--- config.mk ---
export PLATFORM = sky130hd
export DESIGN_NAME = mem_port_arbiter
export DESIGN_NICKNAME = d
export VERILOG_FILES = /design/src/rtl/mem_port_arbiter_pkg.sv /design/src/rtl/mem_port_arbiter.sv
export SDC_FILE = /design/constraint.sdc
export NUM_CORES = 1
export LEC_CHECK = 0
export ABC_AREA = 0
export CORE_MARGIN = 1.5
export CORE_UTILIZATION = 30
export CTS_CLUSTER_DIAMETER = 120
export DETAILED_ROUTE_END_ITERATION = 8
export PLACE_DENSITY = 0.77
export SLEW_MARGIN = 5
export SYNTH_ARGS = -nofsm -noshare
export SYNTH_HDL_FRONTEND = slang
export SYNTH_SLANG_ARGS = --single-unit
export TNS_END_PERCENT = 5
--- constraint.sdc ---
create_clock -name clk -period 1.3 [get_ports clk]
set_input_delay 0.26 -clock clk [delete_from_list [all_inputs] [get_ports clk]]
set_output_delay 0.26 -clock clk [all_outputs]
set_load 0.02 [all_outputs]
--- src/rtl/mem_port_arbiter_pkg.sv ---
// Shared types for the fetch/data memory port arbiter: owner encoding, bus request bundle
// and helpers that build the registered bus request for each port.
package mem_port_arbiter_pkg;

    typedef logic [31:0] u32_t;
    typedef logic [3:0]  wrstb_t;

    typedef enum logic [1:0] {
        OWN_NONE = 2'd0,
        OWN_I    = 2'd1,
        OWN_D    = 2'd2
    } arb_owner_t;

    typedef struct packed {
        logic   we;
        wrstb_t wrstb;
        u32_t   addr;
        u32_t   wdata;
    } mem_req_t;

    // Fetch is always a plain read.
    function automatic mem_req_t make_fetch_req(u32_t addr);
        mem_req_t r;
        r       = '0;
        r.addr  = addr;
        return r;
    endfunction

    // Reads never drive byte strobes onto the bus.
    function automatic mem_req_t make_data_req(logic we, wrstb_t wrstb, u32_t addr, u32_t wdata);
        mem_req_t r;
        r.we    = we;
        r.wrstb = we ? wrstb : '0;
        r.addr  = addr;
        r.wdata = wdata;
        return r;
    endfunction

endpackage

--- src/rtl/mem_port_arbiter.sv ---
// Arbitrates the single memory bus between fetch and data ports, one outstanding transaction.
// Optional fetch starvation guard enabled by defining MEM_ARB_STARVE_GUARD_EN.
module mem_port_arbiter
    import mem_port_arbiter_pkg::*;
#(
    parameter int unsigned STREAK_MAX = 4
) (
    input  logic       clk,
    input  logic       rst_n,

    input  logic       i_req,
    input  u32_t       i_addr,
    output logic       i_ack,
    output u32_t       i_rdata,

    input  logic       d_req,
    input  logic       d_we,
    input  wrstb_t     d_wrstb,
    input  u32_t       d_addr,
    input  u32_t       d_wdata,
    output logic       d_ack,
    output u32_t       d_rdata,

    output logic       bus_req,
    output logic       bus_we,
    output wrstb_t     bus_wrstb,
    output u32_t       bus_addr,
    output u32_t       bus_wdata,
    input  logic       bus_ack,
    input  u32_t       bus_rdata,

    output arb_owner_t owner
);

    arb_owner_t owner_q, owner_d;
    mem_req_t   bus_q, bus_d;
    logic       bus_req_q, bus_req_d;
    logic       grant_i, grant_d;
    logic       force_i;

`ifdef MEM_ARB_STARVE_GUARD_EN
    localparam int unsigned StreakW = $clog2(STREAK_MAX + 1);
    localparam logic [StreakW-1:0] StreakMax = StreakW'(STREAK_MAX);

    logic [StreakW-1:0] streak_q, streak_d;

    // Counts data grants that bypassed a waiting fetch; at the limit fetch takes the next slot.
    always_comb begin
        force_i  = i_req && d_req && (streak_q == StreakMax);
        streak_d = streak_q;
        if (owner_q == OWN_NONE) begin
            if (!i_req || grant_i) begin
                streak_d = '0;
            end else if (grant_d) begin
                streak_d = streak_q + 1'b1;
            end
        end
    end

    always_ff @(posedge clk or negedge rst_n) begin
        if (!rst_n) begin
            streak_q <= '0;
        end else begin
            streak_q <= streak_d;
        end
    end
`else
    logic unused_streak_max;

    assign force_i           = 1'b0;
    assign unused_streak_max = ^STREAK_MAX;
`endif

    assign grant_d = (owner_q == OWN_NONE) && d_req && !force_i;
    assign grant_i = (owner_q == OWN_NONE) && i_req && !grant_d;

    always_comb begin
        owner_d   = owner_q;
        bus_d     = bus_q;
        bus_req_d = bus_req_q;
        case (owner_q)
            OWN_NONE: begin
                if (grant_d) begin
                    owner_d   = OWN_D;
                    bus_d     = make_data_req(d_we, d_wrstb, d_addr, d_wdata);
                    bus_req_d = 1'b1;
                end else if (grant_i) begin
                    owner_d   = OWN_I;
                    bus_d     = make_fetch_req(i_addr);
                    bus_req_d = 1'b1;
                end
            end
            OWN_I, OWN_D: begin
                // Bus fields keep their last values after completion; only bus_req drops.
                if (bus_ack) begin
                    owner_d   = OWN_NONE;
                    bus_req_d = 1'b0;
                end
            end
            default: begin
                owner_d   = OWN_NONE;
                bus_req_d = 1'b0;
            end
        endcase
    end

    always_ff @(posedge clk or negedge rst_n) begin
        if (!rst_n) begin
            owner_q   <= OWN_NONE;
            bus_q     <= '0;
            bus_req_q <= 1'b0;
        end else begin
            owner_q   <= owner_d;
            bus_q     <= bus_d;
            bus_req_q <= bus_req_d;
        end
    end

    assign bus_req   = bus_req_q;
    assign bus_we    = bus_q.we;
    assign bus_wrstb = bus_q.wrstb;
    assign bus_addr  = bus_q.addr;
    assign bus_wdata = bus_q.wdata;
    assign owner     = owner_q;

    assign i_ack   = bus_ack && (owner_q == OWN_I);
    assign d_ack   = bus_ack && (owner_q == OWN_D);
    assign i_rdata = (owner_q == OWN_I) ? bus_rdata : '0;
    assign d_rdata = (owner_q == OWN_D) ? bus_rdata : '0;

endmodule
==> results of run 1 <==
-- power by group --
part	internal [W]	leakage, nW	switching (W)
clock network	0.00158	0.148	0.000914
logic	0.00443	2.12	0.00469
registers	0.00328	0.868	0.000783
total	0.00929	3.14	0.00639
-- cell usage in the layout (no fill, tap or decap), drive strengths merged, types with 2 or more instances in the layout --
master         count
dfrtp             72
a32o               4
clkbuf            41
ha                 3
clkdlybuf4s50    136
buf              105
o32ai             31
and2              67
o22ai             33
nor2              34
clkdlybuf4s15     38
clkinvlp           2
a21oi              4
clkinv             2
nand2b             2
a22o              33
nand2              3
inv                3
-- layer usage --
metal | part of all wire [%] | vias up | wire, um
li1 | - | 1788 | -
met1 | 35 | 1898 | 5070
met2 | 53 | 194 | 7650
met3 | 6.6 | 46 | 953
met4 | 4.9 | 0 | 708
met5 | 0 | - | 0
-- repair_timing --
| action | in CTS | in global routing |
|---|---|---|
| hold endpoints to repair | 21 | 0 |
| hold buffers | 1 | 0 |
| resized for setup | 571 | 59 |
| setup endpoints to repair | 208 | 179 |
| setup buffers | 0 | 4 |
| gates cloned | 2 | 0 |
| pin swaps | 44 | 27 |
-- logic make-up (layout without fill, tap and decap cells) --
kind of cell	after synthesis	after routing	share of synthesized area, %
flip-flops	72	72	51.4
AO/OA/AOI/OAI	105	105	23.6
AND/OR/NAND/NOR	110	110	17.5
buffers and inverters	34	329	6.49
adder cells (fa/ha/maj)	3	3	1.07
-- worst max path at each step --
stage                               startpoint          end  slack [ns]  cells past startpoint
final                     owner[1]$_DFFE_PN0P_  i_rdata[12]       -0.42                      5
after global routing      owner[1]$_DFFE_PN0P_  i_rdata[12]       -0.47                      5
after CTS                 owner[1]$_DFFE_PN0P_  i_rdata[12]       -0.43                      5
after detailed placement  owner[1]$_DFFE_PN0P_   i_rdata[4]       -0.57                      5
after global placement    owner[1]$_DFFE_PN0P_   i_rdata[4]       -0.56                      5
after floorplan           owner[0]$_DFFE_PN0P_   d_rdata[3]       -0.07                      4
-- cell type report --
class | count | area [um^2]
repair buffers | 310 | 3100
multi-input cells | 218 | 1760
well taps | 143 | 179
inverters | 3 | 11.3
flip-flops and latches | 72 | 1800
fillers | 901 | 4260
clock buffers | 11 | 253
clock inverters | 5 | 55.1
-- stage by stage --
| step | std cells | setup TNS [ns] | power, W | utilization (%) |
|---|---|---|---|---|
| after floorplan | 324 | -7.42 | 0.00883 | - |
| after global placement | 739 | -54.35 | 0.0129 | 58.1 |
| after detailed placement | 739 | -56.70 | 0.0130 | 58.1 |
| after CTS | 758 | -47.59 | 0.0157 | 62.9 |
| after global routing | 762 | -52.14 | 0.0165 | 62.7 |
| final | 762 | -43.22 | 0.0157 | 62.7 |
-- flip-flops by register name (all words and copies together), names as in the netlist --
signal,cells
bus_we,1
bus_addr,32
owner,2
bus_wdata,32
bus_wrstb,4
bus_req,1
==> impl_results.md, run 1 <==
- Status: complete, but fails checks
- Failing checks: negative setup slack
- Synth warn: 0
- Sequential element share of the synthesized area: 51.4%
- Worst Path Buf+Inv: 3
- Remaining DRCs: 0
- ANT nets after route: 0
- Drt wl/cell: 18.9 um
- Clk buf depth: 2
- Most frequent cell after synthesis: dfrtp_1
- Final period utilization: 132%
- Antenna violations before repair: 0
- CTS tree: done
- Post-synth top cells: dfrtp_1, and2_1, nor2_1, a22o_1, o22ai_1
- # clock sinks: 72
- Worst slew pin tran: 0.411 ns
- Final setup fails: 139
- Final wirelength: 14400 um
- Yosys cell types: 21
- Syn avg cell area: 10.8 um^2
- Total track usage: 22.3%
- Max_cap viols: 0
- Clk_lat worst skew: 0.33 ns
- Arrival time worst endpoint: 1.46 ns
- Core ar.: 11400 um^2
- Post-DP Area: 6640 um^2
- Synthesized cell area: 3510 um^2
- Largest delay share family, worst path: flip-flops
- Crit-path slowest cell: dfrtp_2
- First-pass GRT wire length: 21900 um
- Share of post-route cells with drive strength above 1: 40.4%
- GR met2 Demand/Resource: 39.5%
- Hold crit path type: in2async
- Drt pass-1 iters: 4
- Mapped Nets: 465
- Clock transition at path regs: 0.06 ns
- I/O pins: 276
- Largest cells by area after synthesis: dfrtp_1, and2_1, a22o_1
- Most Crowded Layer GR: met2
- Top FF cell, synth: dfrtp_1
- Final WS setup: -0.421 ns
- CP cell instances: inv_2 -> ha_4 -> buf_12 -> and2_2 -> buf_6
- Peak VDD IR: 1290 uV
- Unrepaired setup endpoints after global routing: true
- Vias per inst: 5.15
- Worst EP required: 1.04 ns
- R2R Path Start: owner[1]$_DFFE_PN0P_
- Max FO, Critical Path: 17
- Top-area cell type share of the netlist area: 51.4%
- Max stage delay on crit path: 0.41 ns
- Via count: 3926
- Cell taking the most area after synthesis: dfrtp_1
- R2R Setup Slk: -0.31 ns
- R2R depth: 8
- # H-tree levels: 3
- Highest Clock Rate: 0.581 GHz
- Critical path capture point type: primary output
- Root buf cell: clkbuf_16
- Layout Nets: 755
- Row Count: 39
- Final instance area: 7160 um^2
- PwrDens: 2190 nW/um^2
- Final period demand of the worst path: 1.72 ns
- Leakage power: 3.14 nW
- Kind of start point of the critical path: flop
- Largest net degree at the start of global routing: 38
- FF+latch count, synth: 72
- Cell count after synthesis: 324
- Pre-CTS setup slack: -0.569 ns
- Hold WS: 0.390 ns
- Met3 usage: 4.98%
- Relative slew slack: 72.6%
- RePlAce Congestion: 0.974
- Routing usage on met1: 24.3%
- Die Ht: 111 um
- CTS buffer count: 9
- WS Path Type: reg2out
- Fin Clk Skew: 0.00495 ns
- Starting DRT DRC Count: 193
- Final hold vios: 0
- Die width: 111 um
- Vias in the first global route: 4059
- Port Buffer Count: 275
- GR Overflow Total: 0
- Initial Utilization: 30.7%
- Critical R2R Capture: bus_addr[13]$_DFFE_PN0P_
- Slew Limit Fails: 0
- Detailed placement HPWL: 10500 um
- Die ar.: 12300 um^2
- Asr flop ratio synth: 100%
- Diode count: 0
- Syn-to-layout area delta: 104%
- EDFF count, synth: 0
No activity file was read; power rests on OpenSTA's default activity.
==> run 2, diff against run 1 <==
--- a/config.mk
+++ b/config.mk
@@ -6,7 +6,6 @@
 export NUM_CORES = 1
 export LEC_CHECK = 0
 export ABC_AREA = 0
-export CORE_MARGIN = 1.5
 export CORE_UTILIZATION = 30
 export CTS_CLUSTER_DIAMETER = 120
 export DETAILED_ROUTE_END_ITERATION = 8
==> constraint.sdc (replaced) <==
create_clock -name clk -period 1.3 [get_ports clk]
set_input_delay 0.26 -clock clk [delete_from_list [all_inputs] [get_ports clk]]
set_output_delay 0.26 -clock clk [all_outputs]
set_load 0.1 [all_outputs]
==> run 2 against run 1 <==
  * Highest routed layer unchanged
  * Die area decreased by 1.8%
  * Critical path depth unchanged
  * The flow still finishes with violations (negative setup slack)
  * Hold slack got worse by 0.012 ns
  * Final area increased by 20%
  * Worst setup slack got worse by 0.14 ns
  * Maximum frequency decreased by 7.7%
  * Critical endpoint is now d_rdata[23]
  * Via count increased by 1.0%
  * First-iteration DRC count increased by 28%
  * Sequential cell count unchanged
  * Non-clock buffer count decreased by 3
  * Register-to-register slack got worse by 0.07 ns
  * Critical path type unchanged
  * Global-route usage increased by 2.0 points
==> impl_results.md, run 2 (synthesis results as in run 1) <==
- Row Count: 39 (unchanged)
- Final wirelength: 15400 um (+7.4%)
- Fin Clk Skew: 0.00283 ns (-0.00211 ns)
- M1 wire length: 5210 um (+2.8%)
- RePlAce Congestion: 0.756 (-22%)
- I/O pins: 276 (unchanged)
- Final period demand of the worst path: 1.86 ns (+0.143 ns)
- Port Buffer Count: 275 (unchanged)
- CP cell instances: inv_4 -> ha_4 -> clkbuf_16 -> and2_4 -> buf_12
- Failing checks: negative setup slack
- Share of post-route cells with drive strength above 1: 45.5% (+5.1 points)
- Slew Limit Fails: 0 (unchanged)
- Detailed placement HPWL: 11600 um (+11%)
- Clk buf depth: 2 (unchanged)
- Die Ht: 110 um (-0.90%)
- Drt wl/cell: 20.4 um (+8.0%)
- Relative slew slack: 82.1% (+9.5 points)
- Largest net degree at the start of global routing: 38 (unchanged)
- Layout Nets: 752 (-0.40%)
- Critical path capture point type: primary output
- Remaining DRCs: 0 (unchanged)
- Hold crit path type: in2async
- Core ar.: 11400 um^2 (unchanged)
- Met2 wire len: 8370 um (+9.4%)
- Kind of start point of the critical path: flop
- CTS tree: done
- Worst EP required: 1.04 ns (about the same)
- # H-tree levels: 3 (unchanged)
- First-pass GRT wire length: 21800 um (about the same)
- Diode count: 0 (unchanged)
- Max FO, Critical Path: 7 (-10)
- Total track usage: 24.3% (+2.0 points)
- Final WS setup: -0.564 ns (-0.143 ns)
- Commonest non-fill, non-tap cells in the layout: buf_12, clkdlybuf4s50_1, dfrtp_1
- Via count: 3966 (+1.0%)
- Max stage delay on crit path: 0.51 ns (+0.10 ns)
- Unrepaired setup endpoints after global routing: true
- R2R depth: 7 (-1)
- Drt pass-1 iters: 4 (unchanged)
- Syn-to-layout area delta: 145%
- R2R Setup Slk: -0.38 ns (-0.07 ns)
- R2R Path Start: owner[0]$_DFFE_PN0P_
- # clock sinks: 72 (unchanged)
- Highest Clock Rate: 0.536 GHz (-7.7%)
- Worst Path Buf+Inv: 3 (unchanged)
- Final setup fails: 140 (+0.72%)
- Crit-path slowest cell: dfrtp_4
- Root buf cell: clkbuf_16
- Die width: 110 um (-0.90%)
- Antenna violations before repair: 0 (unchanged)
- Worst slew pin tran: 0.269 ns (-0.142 ns)
- WS Path Type: reg2out
- GR Overflow Total: 0 (unchanged)
- Starting DRT DRC Count: 248 (+28%)
- Fill count: 686 (-24%)
- Clock transition at path regs: 0.05 ns (about the same)
- Status: complete, but fails checks
- Vias per inst: 5.23 (+1.6%)
- Max_cap viols: 0 (unchanged)
- CTS buffer count: 9 (unchanged)
- Clk_lat worst skew: 0.32 ns (about the same)
- DR WL met3: 1660 um (+75%)
- Largest delay share family, worst path: flip-flops
- Vias in the first global route: 4003 (-1.4%)
- Uppermost layer routed: met4
- Initial Utilization: 30.7% (unchanged)
- Die ar.: 12100 um^2 (-1.8%)
- Final period utilization: 143% (+11 points)
- Hold WS: 0.379 ns (-0.0115 ns)
- ANT nets after route: 0 (unchanged)
- Critical R2R Capture: bus_addr[7]$_DFFE_PN0P_
- Arrival time worst endpoint: 1.60 ns (+0.14 ns)
- Leading cell type in the layout, fill and taps excluded: buf_12
- Final hold vios: 0 (unchanged)
[run 2: changes by cell type in the layout (fill, tap and decap cells not counted), sizes merged]
| cell | previous run | this run |
|---|---|---|
| buf | 105 | 169 |
| clkdlybuf4s15 | 38 | 0 |
| clkbuf | 41 | 13 |
| clkinv | 2 | 1 |
| clkinvlp | 2 | 1 |
[run 2: worst register-to-register path: cells and delay by family (launching register included)]
| family | cells | cell delay [ns] |
|---|---|---|
| AO/OA/AOI/OAI | 1 | 0.27 |
| AND/OR/NAND/NOR | 2 | 0.21 |
| adder cells (fa/ha/maj) | 1 | 0.18 |
| buffers and inverters | 3 | 0.39 |
| flip-flops | 1 | 0.51 |
[run 2: per-layer routing]
metal  vias up  global-route usage (%)
li1       1771                       -
met1      1967                    25.6
met2       213                    44.7
met3        15                    9.70
met4         0                    6.39
met5         -                       0
[run 2: what timing repair did]
action                     CTS  global route
gates resized for setup     18            13
hold buffers                 1             0
setup buffers                3             1
cloned                       0             2
setup endpoints to repair  139           140
pin swaps                   11             6
hold endpoints to repair    14             0
[run 2: how the worst max path moves through the flow]
stage | start | to | slack, ns | depth (start not counted)
floorplan | owner[0]$_DFFE_PN0P_ | d_ack | -0.35 | 4
finish | owner[0]$_DFFE_PN0P_ | d_rdata[23] | -0.56 | 5
global route | owner[0]$_DFFE_PN0P_ | d_rdata[23] | -0.62 | 5
CTS | owner[0]$_DFFE_PN0P_ | d_rdata[30] | -0.56 | 5
detailed placement | d_req | bus_wrstb[0]$_DFFE_PN0P_ | -0.45 | 5
global placement | d_req | bus_wrstb[3]$_DFFE_PN0P_ | -0.38 | 5
[run 2: through the flow]
| stage | area (um^2) | instances | setup TNS (ns) | setup WS (ns) | utilization [%] |
|---|---|---|---|---|---|
| floorplan | 3800 | 324 | -43.24 | -0.347 | - |
| global placement | 8060 | 736 | -33.44 | -0.376 | 70.6 |
| detailed placement | 8060 | 736 | -37.62 | -0.448 | 70.6 |
| CTS | 8480 | 755 | -47.22 | -0.564 | 74.3 |
| global route | 8600 | 758 | -62.66 | -0.616 | 75.3 |
| finish | 8600 | 758 | -54.15 | -0.564 | 75.3 |
[run 2: area by class of cell]
cell class              instances  area [um^2]  share of cell area (%)
flip-flops and latches         72         1810                    21.0
inverters                       3         16.3                   0.189
multi-input cells             218         1830                    21.3
repair buffers                307         4480                    52.1
well taps                     143          179                    2.08
clock buffers                  12          246                    2.87
clock inverters                 3         42.5                   0.495
Power of run 2 is not shown: default switching activity piles up to over one toggle a cycle in this logic, so the estimate is an artifact.
